$ cat src/rtl/ps2_key_event_decoder_pkg.sv
// Shared definitions for the PS/2 set-2 key event decoder: protocol byte values,
// decoder FSM states and the packed key event word.
package ps2_kbd_pkg;

    localparam logic [7:0] PS2_E0     = 8'hE0;
    localparam logic [7:0] PS2_F0     = 8'hF0;
    localparam logic [7:0] PS2_E1     = 8'hE1;
    localparam logic [7:0] PS2_BAT_OK = 8'hAA;
    localparam logic [7:0] PS2_ACK    = 8'hFA;
    localparam logic [7:0] PS2_RESEND = 8'hFE;
    localparam logic [7:0] PS2_ECHO   = 8'hEE;
    localparam logic [7:0] PS2_ERR0   = 8'h00;
    localparam logic [7:0] PS2_ERR1   = 8'hFF;

    localparam int EVENT_W = 10;

    typedef enum logic [2:0] {
        IDLE     = 3'd0,
        GOT_E0   = 3'd1,
        GOT_F0   = 3'd2,
        GOT_E0F0 = 3'd3,
        SKIP_E1  = 3'd4
    } kbd_state_e;

    typedef struct packed {
        logic       ext;
        logic       brk;
        logic [7:0] code;
    } key_event_t;

    // Keyboard status/response bytes never describe a key and are dropped in IDLE.
    function automatic logic is_status_byte(input logic [7:0] b);
        case (b)
            PS2_BAT_OK, PS2_ACK, PS2_RESEND, PS2_ECHO, PS2_ERR0, PS2_ERR1: is_status_byte = 1'b1;
            default:                                                      is_status_byte = 1'b0;
        endcase
    endfunction

endpackage

$ cat src/rtl/ps2_key_event_decoder_if.sv
// Byte-input / event-output bundle between the PS/2 receiver, the decoder and
// the firmware-side reader.
interface ps2_key_event_decoder_if #(
    parameter int DEPTH = 8
);
    localparam int CW = $clog2(DEPTH) + 1;

    logic          rx_done_tick;
    logic [7:0]    din;
    logic          rd_en;
    logic          ev_valid;
    logic          ev_ext;
    logic          ev_brk;
    logic [7:0]    ev_code;
    logic [CW-1:0] ev_count;
    logic          overflow;
    logic          ovf_clr;
    logic          proto_err;

    modport master (
        output rx_done_tick, din, rd_en, ovf_clr,
        input  ev_valid, ev_ext, ev_brk, ev_code, ev_count, overflow, proto_err
    );

    modport slave (
        input  rx_done_tick, din, rd_en, ovf_clr,
        output ev_valid, ev_ext, ev_brk, ev_code, ev_count, overflow, proto_err
    );

endinterface

$ cat src/rtl/ps2_key_event_decoder_fifo.sv
// First-word-fall-through event queue; the head word is always visible on data_o
// and count is the difference of the wrap-extended write and read pointers.
module ps2_event_fifo #(
    parameter int DEPTH = 8,
    parameter int WIDTH = 10,
    localparam int AW   = $clog2(DEPTH),
    localparam int CW   = AW + 1
) (
    input  logic             clk,
    input  logic             rst_n,
    input  logic             push_i,
    input  logic [WIDTH-1:0] data_i,
    input  logic             pop_i,
    output logic [WIDTH-1:0] data_o,
    output logic             full_o,
    output logic             empty_o,
    output logic [CW-1:0]    count_o
);

    logic [WIDTH-1:0] mem_q [DEPTH];
    logic [CW-1:0]    wr_ptr_q;
    logic [CW-1:0]    rd_ptr_q;
    logic             do_push_s;
    logic             do_pop_s;

    assign count_o = wr_ptr_q - rd_ptr_q;
    assign full_o  = (count_o == CW'(DEPTH));
    assign empty_o = (count_o == CW'(0));
    assign data_o  = mem_q[rd_ptr_q[AW-1:0]];

    // A pop frees a slot in the same cycle, so a full queue still accepts a push alongside it.
    assign do_push_s = push_i & (~full_o | pop_i);
    assign do_pop_s  = pop_i & ~empty_o;

    // Storage and pointer update.
    always_ff @(posedge clk or negedge rst_n) begin
        if (!rst_n) begin
            wr_ptr_q <= CW'(0);
            rd_ptr_q <= CW'(0);
            for (int i = 0; i < DEPTH; i++) begin
                mem_q[i] <= WIDTH'(0);
            end
        end else begin
            if (do_push_s) begin
                mem_q[wr_ptr_q[AW-1:0]] <= data_i;
                wr_ptr_q                <= wr_ptr_q + CW'(1);
            end
            if (do_pop_s) begin
                rd_ptr_q <= rd_ptr_q + CW'(1);
            end
        end
    end

endmodule

$ cat src/rtl/ps2_key_event_decoder.sv
// Assembles PS/2 set-2 scan-code byte sequences (E0/F0/E1 prefixes) into key events
// and queues them for the firmware reader, flagging drops and malformed sequences.
module ps2_key_event_decoder
    import ps2_kbd_pkg::*;
#(
    parameter int DEPTH          = 8,
    parameter int TIMEOUT_CYCLES = 100000,
    parameter int PAUSE_TAIL     = 7
) (
    input  logic                    clk,
    input  logic                    reset,
    ps2_key_event_decoder_if.slave  bus
);

    localparam int TW = $clog2(TIMEOUT_CYCLES + 1);
    localparam int SW = $clog2(PAUSE_TAIL + 1);
    localparam int CW = $clog2(DEPTH) + 1;
    localparam logic [TW-1:0] TMO_LAST = TW'(TIMEOUT_CYCLES - 1);

    kbd_state_e    state_q, state_d;
    logic [TW-1:0] tmo_q, tmo_d;
    logic [SW-1:0] skip_q, skip_d;
    logic          perr_q, perr_d;
    logic          ovf_q, ovf_d;
    logic          push_s;
    key_event_t    push_ev_s;
    key_event_t    head_s;
    logic          fifo_full_s;
    logic          fifo_empty_s;
    logic [CW-1:0] fifo_count_s;
    logic          drop_s;

    // State, timeout, pause-skip and flag registers.
    always_ff @(posedge clk or negedge reset) begin
        if (!reset) begin
            state_q <= IDLE;
            tmo_q   <= TW'(0);
            skip_q  <= SW'(0);
            perr_q  <= 1'b0;
            ovf_q   <= 1'b0;
        end else begin
            state_q <= state_d;
            tmo_q   <= tmo_d;
            skip_q  <= skip_d;
            perr_q  <= perr_d;
            ovf_q   <= ovf_d;
        end
    end

    // Sequence decoder: a received byte always takes priority over an expiring timeout.
    always_comb begin
        state_d   = state_q;
        skip_d    = skip_q;
        tmo_d     = tmo_q;
        perr_d    = 1'b0;
        push_s    = 1'b0;
        push_ev_s = '{ext: 1'b0, brk: 1'b0, code: 8'h00};

        if (state_q == IDLE) begin
            tmo_d = TW'(0);
        end else if (bus.rx_done_tick) begin
            tmo_d = TW'(0);
        end else begin
            tmo_d = tmo_q + TW'(1);
        end

        if (bus.rx_done_tick) begin
            case (state_q)
                IDLE: begin
                    if (bus.din == PS2_E0) begin
                        state_d = GOT_E0;
                    end else if (bus.din == PS2_F0) begin
                        state_d = GOT_F0;
                    end else if (bus.din == PS2_E1) begin
                        state_d = SKIP_E1;
                        skip_d  = SW'(PAUSE_TAIL);
                    end else if (is_status_byte(bus.din)) begin
                        state_d = IDLE;
                    end else begin
                        push_s    = 1'b1;
                        push_ev_s = '{ext: 1'b0, brk: 1'b0, code: bus.din};
                    end
                end
                GOT_E0: begin
                    if (bus.din == PS2_F0) begin
                        state_d = GOT_E0F0;
                    end else if (bus.din == PS2_E0) begin
                        perr_d = 1'b1;
                    end else if (bus.din == PS2_E1) begin
                        perr_d  = 1'b1;
                        state_d = IDLE;
                    end else begin
                        push_s    = 1'b1;
                        push_ev_s = '{ext: 1'b1, brk: 1'b0, code: bus.din};
                        state_d   = IDLE;
                    end
                end
                GOT_F0: begin
                    if (bus.din == PS2_E0) begin
                        perr_d  = 1'b1;
                        state_d = GOT_E0;
                    end else if (bus.din == PS2_F0) begin
                        perr_d = 1'b1;
                    end else begin
                        push_s    = 1'b1;
                        push_ev_s = '{ext: 1'b0, brk: 1'b1, code: bus.din};
                        state_d   = IDLE;
                    end
                end
                GOT_E0F0: begin
                    if ((bus.din == PS2_E0) || (bus.din == PS2_F0)) begin
                        perr_d  = 1'b1;
                        state_d = IDLE;
                    end else begin
                        push_s    = 1'b1;
                        push_ev_s = '{ext: 1'b1, brk: 1'b1, code: bus.din};
                        state_d   = IDLE;
                    end
                end
                SKIP_E1: begin
                    skip_d = skip_q - SW'(1);
                    if (skip_q == SW'(1)) begin
                        push_s    = 1'b1;
                        push_ev_s = '{ext: 1'b1, brk: 1'b0, code: PS2_E1};
                        state_d   = IDLE;
                    end else begin
                        state_d = SKIP_E1;
                    end
                end
                default: begin
                    state_d = IDLE;
                end
            endcase
        end else if ((state_q != IDLE) && (tmo_q == TMO_LAST)) begin
            state_d = IDLE;
            perr_d  = 1'b1;
            tmo_d   = TW'(0);
        end else begin
            state_d = state_q;
        end
    end

    assign drop_s = push_s & fifo_full_s & ~bus.rd_en;

    // Sticky overflow; a drop in the same cycle as a clear leaves it set.
    always_comb begin
        if (drop_s) begin
            ovf_d = 1'b1;
        end else if (bus.ovf_clr) begin
            ovf_d = 1'b0;
        end else begin
            ovf_d = ovf_q;
        end
    end

    ps2_event_fifo #(
        .DEPTH (DEPTH),
        .WIDTH (EVENT_W)
    ) u_fifo (
        .clk     (clk),
        .rst_n   (reset),
        .push_i  (push_s),
        .data_i  (push_ev_s),
        .pop_i   (bus.rd_en),
        .data_o  (head_s),
        .full_o  (fifo_full_s),
        .empty_o (fifo_empty_s),
        .count_o (fifo_count_s)
    );

    assign bus.ev_valid  = ~fifo_empty_s;
    assign bus.ev_ext    = head_s.ext;
    assign bus.ev_brk    = head_s.brk;
    assign bus.ev_code   = head_s.code;
    assign bus.ev_count  = fifo_count_s;
    assign bus.overflow  = ovf_q;
    assign bus.proto_err = perr_q;

endmodule
$ cat src/flat_wrapper.sv
// flat-port wrapper written by rule: the top's interface ports become plain ports
module ps2_key_event_decoder_flat import ps2_kbd_pkg::*;
#(
    parameter int DEPTH          = 8,
    parameter int TIMEOUT_CYCLES = 100000,
    parameter int PAUSE_TAIL     = 7
)
  (clk, reset, bus_rx_done_tick, bus_din, bus_rd_en, bus_ovf_clr, bus_ev_valid, bus_ev_ext, bus_ev_brk, bus_ev_code, bus_ev_count, bus_overflow, bus_proto_err);
  ps2_key_event_decoder_if #(.DEPTH(DEPTH)) bus_i ();
  input  logic clk;
  input  logic reset;
  input wire logic [$bits(bus_i.rx_done_tick)-1:0] bus_rx_done_tick;
  input wire logic [$bits(bus_i.din)-1:0] bus_din;
  input wire logic [$bits(bus_i.rd_en)-1:0] bus_rd_en;
  input wire logic [$bits(bus_i.ovf_clr)-1:0] bus_ovf_clr;
  output wire logic [$bits(bus_i.ev_valid)-1:0] bus_ev_valid;
  output wire logic [$bits(bus_i.ev_ext)-1:0] bus_ev_ext;
  output wire logic [$bits(bus_i.ev_brk)-1:0] bus_ev_brk;
  output wire logic [$bits(bus_i.ev_code)-1:0] bus_ev_code;
  output wire logic [$bits(bus_i.ev_count)-1:0] bus_ev_count;
  output wire logic [$bits(bus_i.overflow)-1:0] bus_overflow;
  output wire logic [$bits(bus_i.proto_err)-1:0] bus_proto_err;
  assign bus_i.rx_done_tick = bus_rx_done_tick;
  assign bus_i.din = bus_din;
  assign bus_i.rd_en = bus_rd_en;
  assign bus_i.ovf_clr = bus_ovf_clr;
  assign bus_ev_valid = bus_i.ev_valid;
  assign bus_ev_ext = bus_i.ev_ext;
  assign bus_ev_brk = bus_i.ev_brk;
  assign bus_ev_code = bus_i.ev_code;
  assign bus_ev_count = bus_i.ev_count;
  assign bus_overflow = bus_i.overflow;
  assign bus_proto_err = bus_i.proto_err;
  ps2_key_event_decoder #(.DEPTH(DEPTH), .TIMEOUT_CYCLES(TIMEOUT_CYCLES), .PAUSE_TAIL(PAUSE_TAIL)) u_core (.clk(clk), .reset(reset), .bus(bus_i));
endmodule
$ cat config.mk
export PLATFORM = sky130hd
export DESIGN_NAME = ps2_key_event_decoder_flat
export DESIGN_NICKNAME = d
export VERILOG_FILES = /design/src/rtl/ps2_key_event_decoder_pkg.sv /design/src/rtl/ps2_key_event_decoder_if.sv /design/src/rtl/ps2_key_event_decoder_fifo.sv /design/src/rtl/ps2_key_event_decoder.sv /design/src/flat_wrapper.sv
export SDC_FILE = /design/constraint.sdc
export NUM_CORES = 1
export LEC_CHECK = 0
export CAP_MARGIN = 20
export CORE_MARGIN = 3
export CORE_UTILIZATION = 43
export CTS_CLUSTER_DIAMETER = 30
export DETAILED_ROUTE_END_ITERATION = 16
export GPL_ROUTABILITY_DRIVEN = 0
export PLACE_DENSITY_LB_ADDON = 0.2
export SYNTH_ARGS = -nofsm -noshare
export SYNTH_HDL_FRONTEND = slang
export SYNTH_SLANG_ARGS = --single-unit
$ cat constraint.sdc
create_clock -name clk -period 3.3 [get_ports clk]
set_input_delay 0.66 -clock clk [delete_from_list [all_inputs] [get_ports clk]]
set_output_delay 0.66 -clock clk [all_outputs]
set_load 0.01 [all_outputs]
Word-level counts from Yosys, hierarchy flattened --
Cells that the tools add are included.
Operators by class: equal/unequal tests 21, bitwise gates (word level) 10, add/sub/neg operators 5, magnitude comparators 3, reductions and logical operators 13, multiplexer cells 69
Operator list (count):
- two-way mux 10 bit | 13
- bitwise mux 80 bit | 1
- two-way mux 17 bit | 4
- equality test 8 bit (second input constant) | 8
- one-hot mux 10 bit (5 select lines) | 1
- two-way mux 3 bit | 14
- binary-select mux 10 bit (select 3 bit) | 1
- demux 10 bit (select 3 bit) | 1
- two-way mux 1 bit | 28
- adder 17 x 1 -> 17 bit (second input constant) | 1
- equality test 17 bit (second input constant) | 1
- one-hot mux 3 bit (4 select lines) | 1
- two-way mux 9 bit | 1
- adder 4 x 1 -> 4 bit (second input constant) | 2
- greater-or-equal comparator 4 bit (second input constant) | 2
- zero test 8 bit | 1
- two-way mux 8 bit | 1
- NOT 3 -> 4 bit | 2
- equality test 3 x 1 -> 1 bit (second input constant) | 2
- equality test 3 x 2 -> 1 bit (second input constant) | 2
- != test 2 bit (second input constant) | 3
- != test 6 bit (second input constant) | 1
- one-hot mux 3 bit (2 select lines) | 1
- nonzero test 2 bit | 3
- 20 further kinds | 26
Storage, ports and cells: word-level logic and storage cells 136, input bits 13, output and inout bits 17, bits in registers 113

Longest topological paths before layout --
depth after elaboration 17, gate-level depth with buffers 11, mapped depth without buffers 9

Modules after synthesis --
From an unflattened synthesis, not the netlist that was laid out.
Unflattened totals: cells, all modules 461, area total of the unflattened synthesis 5840.6 um^2
By module, submodules not included:
- ps2_event_fifo | cells each 280, instances 1, area each 4242.8 um^2, seq. area each 2202.1 um^2
- ps2_key_event_decoder | cells each 181, instances 1, area each 1597.8 um^2, seq. area each 625.6 um^2

Worst setup path after synthesis --
No wires, ideal clock.
path kind reg-to-reg, start register u_core.u_fifo.wr_ptr_q[0], end register u_core.u_fifo.mem_q[40] in the netlist's numbering, path slack 0.298 ns, data required time 3.175 ns, cell stages (with the launch flop) 11, clock period less this slack 3.002 ns, arrival time 2.877 ns, library setup time 0.125 ns, buffers on the path 2, cell sequence dfrtp_1 > clkbuf_1 > clkinv_1 > ha_1 > fa_1 > inv_1 > nor3_1 > nand3b_1 > buf_2 > o2111ai_2 > mux2_2
Between the ends: elaborated cells between the ends (all ways) 12, those cells by class add/sub (1); order compare (2); eq/ne (1); mux (3); bitwise (4); reduce/logical (1)
RTL lines:
- from (decl) | line ps2_key_event_decoder_fifo.sv:21 | logic [CW-1:0] wr_ptr_q;
- from (signal assigned) | line ps2_key_event_decoder_fifo.sv:46 | wr_ptr_q <= wr_ptr_q + CW'(1);
- subtractor 4 bit | line ps2_key_event_decoder_fifo.sv:26 | assign count_o = wr_ptr_q - rd_ptr_q;
- net bus_ev_count[1] | line flat_wrapper.sv:20 | output wire logic [$bits(bus_i.ev_count)-1:0] bus_ev_count;
- equality test 4 bit | line ps2_key_event_decoder_fifo.sv:27 | assign full_o = (count_o == CW'(DEPTH));
- NOT 1 bit | line ps2_key_event_decoder_fifo.sv:32 | assign do_push_s = push_i & (~full_o | pop_i);
- OR 1 bit | line ps2_key_event_decoder_fifo.sv:32
- AND 1 bit | line ps2_key_event_decoder_fifo.sv:32
- to (signal, indexed assignment) | line ps2_key_event_decoder_fifo.sv:45 | mem_q[wr_ptr_q[AW-1:0]] <= data_i;
- to (decl) | line ps2_key_event_decoder_fifo.sv:20 | logic [WIDTH-1:0] mem_q [DEPTH];
The timed path passes the listed nets, and every way through them passes these cells. A chain may end at the register's enable or synchronous reset.

Worst setup path after layout --
start register u_core.u_fifo.rd_ptr_q[0], end output bus_ev_code[4]
Between the ends: cells in the longest elaborated chain, start to end 4
Ends and longest elaborated chain:
- from (decl) | line ps2_key_event_decoder_fifo.sv:22 | logic [CW-1:0] rd_ptr_q;
- from (signal assigned) | line ps2_key_event_decoder_fifo.sv:49 | rd_ptr_q <= rd_ptr_q + CW'(1);
- NOT 3 -> 4 bit (not written as such) | line ps2_key_event_decoder_fifo.sv:29 | assign data_o = mem_q[rd_ptr_q[AW-1:0]];
- binary-select mux 10 bit (select 3 bit) | line ps2_key_event_decoder_fifo.sv:29
- two-way mux 10 bit (not written as such) (2 in a row) | line ps2_key_event_decoder_fifo.sv:29
- to (decl) | line flat_wrapper.sv:19 | output wire logic [$bits(bus_i.ev_code)-1:0] bus_ev_code;
No other way between the ends. The select of a mux whose other input is x is not followed.

==> reports/results.txt <==
Max Slew Vio Count: 0
Hold slack: 0.250 ns
Leak: 3.18 nW
Row cnt: 41
CP Data Required Time: 2.64 ns
Post-DP HPWL: 8210 um
Final Setup Violations: 0
Initial Util: 44.7%
CTS sink cnt: 113
FF-to-FF End: u_core.u_fifo.mem_q[43]
Top_reg_cell synth: dfrtp_1
Die Area: 0.0148 mm2
Total power per unit cell area: 916 mW/mm2
Largest net degree at the start of global routing: 70
Most frequent cells in the layout: dfrtp_1 (113), mux2_2 (82), nand2_1 (45)
Reg area: 0.00283 mm2
Post-CTS setup buffer count: 0
CP Capture Type: output pin
Net Sw Power: 1.98 mW
Maximum vdd drop: 0.332 mV
CTS buffer count: 17
# hold bufs at CTS: 0
Vias in the first global route: 3929
Fillers: 1076
Int Power: 4.42 mW
Core area: 0.0129 mm2
# diodes: 0
Synthesis Warnings: 0
Initial antenna violation count: 0
Crit Path Class: reg2out
IO Count: 30
Multi-input logic area: 0.00278 mm2
Switching part of the total: 30.9%
Yosys cell types: 55
Unrepaired setup endpoints after global routing: no
Max-Cap Viols: 0
Total wire length: 12300 um
Critical path's slowest cell: mux4_2
Comb pwr share: 38.4%
Worst skew pair latency: 0.40 ns
Number of remaining DRC errors: 0
Clock Tree Root: clkbuf_16
Total congestion overflow: 0
DRT antenna net count: 0
CTS H-tree depth: 4
Post-layout util: 54.3%
CTS tree: built
Post-Syn Instances: 464
Post-Synthesis Net Count: 486
Clock tree buffer depth: 2
Pre-Repair DR Iteration Count: 4
R2R cell count: 11
PostCTS Resize Cnt: 1
Synthesized flop and latch total: 113
Die outline height: 122 um
Post-Syn Area: 0.00575 mm2
Worst min path class: in2async
Worst-Margin Slew: 0.694 ns
Syn Area/Cell: 12.4 um2
Reg2reg start: u_core.u_fifo.wr_ptr_q[0]
Area Overhead vs Synth: 21.4%
Total Neg Setup Slack: 0 ns
DR vias: 3783
Fin Clk Skew: 0.00622 ns
Vias per Instance: 5.42
CP top delay family: buffers and inverters
Max FO, Critical Path: 23
Commonest non-fill, non-tap cell in the layout: dfrtp_1
DR iter-0 viols: 220
Avg WL per Cell: 17.6 um
Clock Power Share: 28.8%
Most used cell, CP: nand2_1
Nets: 536
Fmax: 0.326 GHz
GRT Util Overall: 17.8%
Worst-path cell chain: buf_4, mux4_2, nand2_1, nand2_1, clkdlybuf4s50_1
Async SR Flop Fraction: 100%
First-pass GRT wire length: 20000 um
Clock transition at the registers of the reported paths: 0.05 ns
Fin. Hold Viols: 0
CP max stage delay: 0.57 ns
WP buf/inv: 2
Dpl ws: 0.150 ns
Post-synthesis sequential area ratio: 49.1%
Min setup slack post-route: 0.231 ns
Post-synth EDFFs: 0
Crit share post-route: 93.0%
Outcome: finished clean
PortBufs: 29
Crit start category: flip-flop
Share of cells above drive strength 1: 31.9%
Flop2flop setup slack: 0.61 ns
Crit path time final: 3.07 ns
Die Span X: 122 um
Total power: 6.40 mW
Sequential share of power: 32.8%
Relative slew margins: 53.6%
Worst EP arrival: 2.41 ns
## registers in the layout, indices dropped and copies added, names as in the netlist
name and flops:
u_core.bus.overflow 1, u_core.bus.proto_err 1, u_core.skip_q 3, u_core.state_q 3, u_core.tmo_q 17, u_core.u_fifo.mem_q 80
u_core.u_fifo.rd_ptr_q 4, u_core.u_fifo.wr_ptr_q 4
## layer usage
layer	share of wire, %	GRT usage, %
met1	46	23.5
met2	50	28.6
met3	3.1	4.50
met4	1.1	6.16
met5	0	0
## power by group through the flow
stage | sequential [mW] | combinational, mW | clock (mW)
after floorplan | 2.04 | 1.63 | 0
after global placement | 2.08 | 2.42 | 0
after detailed placement | 2.11 | 2.50 | 0
after CTS | 2.09 | 2.50 | 1.89
after global routing | 2.14 | 2.68 | 1.95
final | 2.10 | 2.46 | 1.84
## per-stage QoR
| stage | instances | area, um2 |
|---|---|---|
| 6_report | 698 | 6990 |
| 5_1_grt | 698 | 6990 |
| 4_1_cts | 698 | 6980 |
| 3_5_place_dp | 667 | 6370 |
| 3_3_place_gp | 667 | 6370 |
| 2_1_floorplan | 464 | 5750 |
## synth_stat cells, types with 2 or more instances
cell type / n / area share [%]
dfrtp_1: 113 / 49
mux2_2: 82 / 16
nand2_1: 45 / 2.9
nor2_1: 29 / 1.9
mux4_2: 20 / 7.8
nand3_1: 14 / 1.2
clkbuf_1: 12 / 0.78
xor2_1: 12 / 1.8
and3_1: 11 / 1.2
xnor2_1: 10 / 1.5
inv_1: 9 / 0.59
ha_1: 8 / 1.7
o21ai_0: 8 / 0.70
a21oi_1: 7 / 0.61
nor2b_1: 7 / 0.76
nor3_1: 7 / 0.61
a21o_1: 6 / 0.78
nand2b_1: 4 / 0.43
nand3b_1: 4 / 0.52
o2111ai_2: 4 / 1.0
and2_1: 3 / 0.33
buf_6: 3 / 0.59
nor3b_1: 3 / 0.39
a211oi_1: 2 / 0.26
a31oi_1: 2 / 0.22
buf_1: 2 / 0.13
buf_2: 2 / 0.17
buf_4: 2 / 0.26
nand4_1: 2 / 0.22
nor4_1: 2 / 0.22
o2111ai_4: 2 / 0.91
o21a_1: 2 / 0.26
o22ai_1: 2 / 0.22
or3_1: 2 / 0.22
## kinds of logic (layout without fill, tap and decap cells)
family | after synthesis | in the layout | synth area share, %
AOI/OAI and AO/OA | 46 | 46 | 6.83
xor gates and xnor gates | 22 | 22 | 3.35
adders and majority gates | 9 | 9 | 2.09
buffers and inverters | 32 | 94 | 2.67
DFF | 113 | 113 | 49.1
muxes | 102 | 102 | 23.9
and+or+nand+nor | 140 | 140 | 12.0
## cell type report
cell class	count	area share (%)
Inverter	10	0.555
Sequential cell	113	40.5
Timing Repair Buffer	53	7.45
Tap cell	172	3.08
Clock buffer	22	6.79
Clock inverter	9	1.88
Multi-Input combinational cell	319	39.8
## how the worst max path moves through the flow
stage                               to  slack [ns]                 startpoint  cells after the start
3_5_place_dp    u_core.u_fifo.mem_q[1]        0.15                 bus_din[2]                      7
2_1_floorplan  u_core.u_fifo.mem_q[40]        0.30  u_core.u_fifo.wr_ptr_q[0]                     10
6_report                bus_ev_code[4]        0.23  u_core.u_fifo.rd_ptr_q[0]                      5
4_1_cts                   bus_ev_valid        0.02  u_core.u_fifo.wr_ptr_q[0]                      8
3_3_place_gp   u_core.u_fifo.mem_q[23]        0.19                 bus_din[5]                      8
5_1_grt                 bus_ev_code[2]        0.07  u_core.u_fifo.rd_ptr_q[0]                      5
Note: power is estimated with default switching activity, not from simulation.
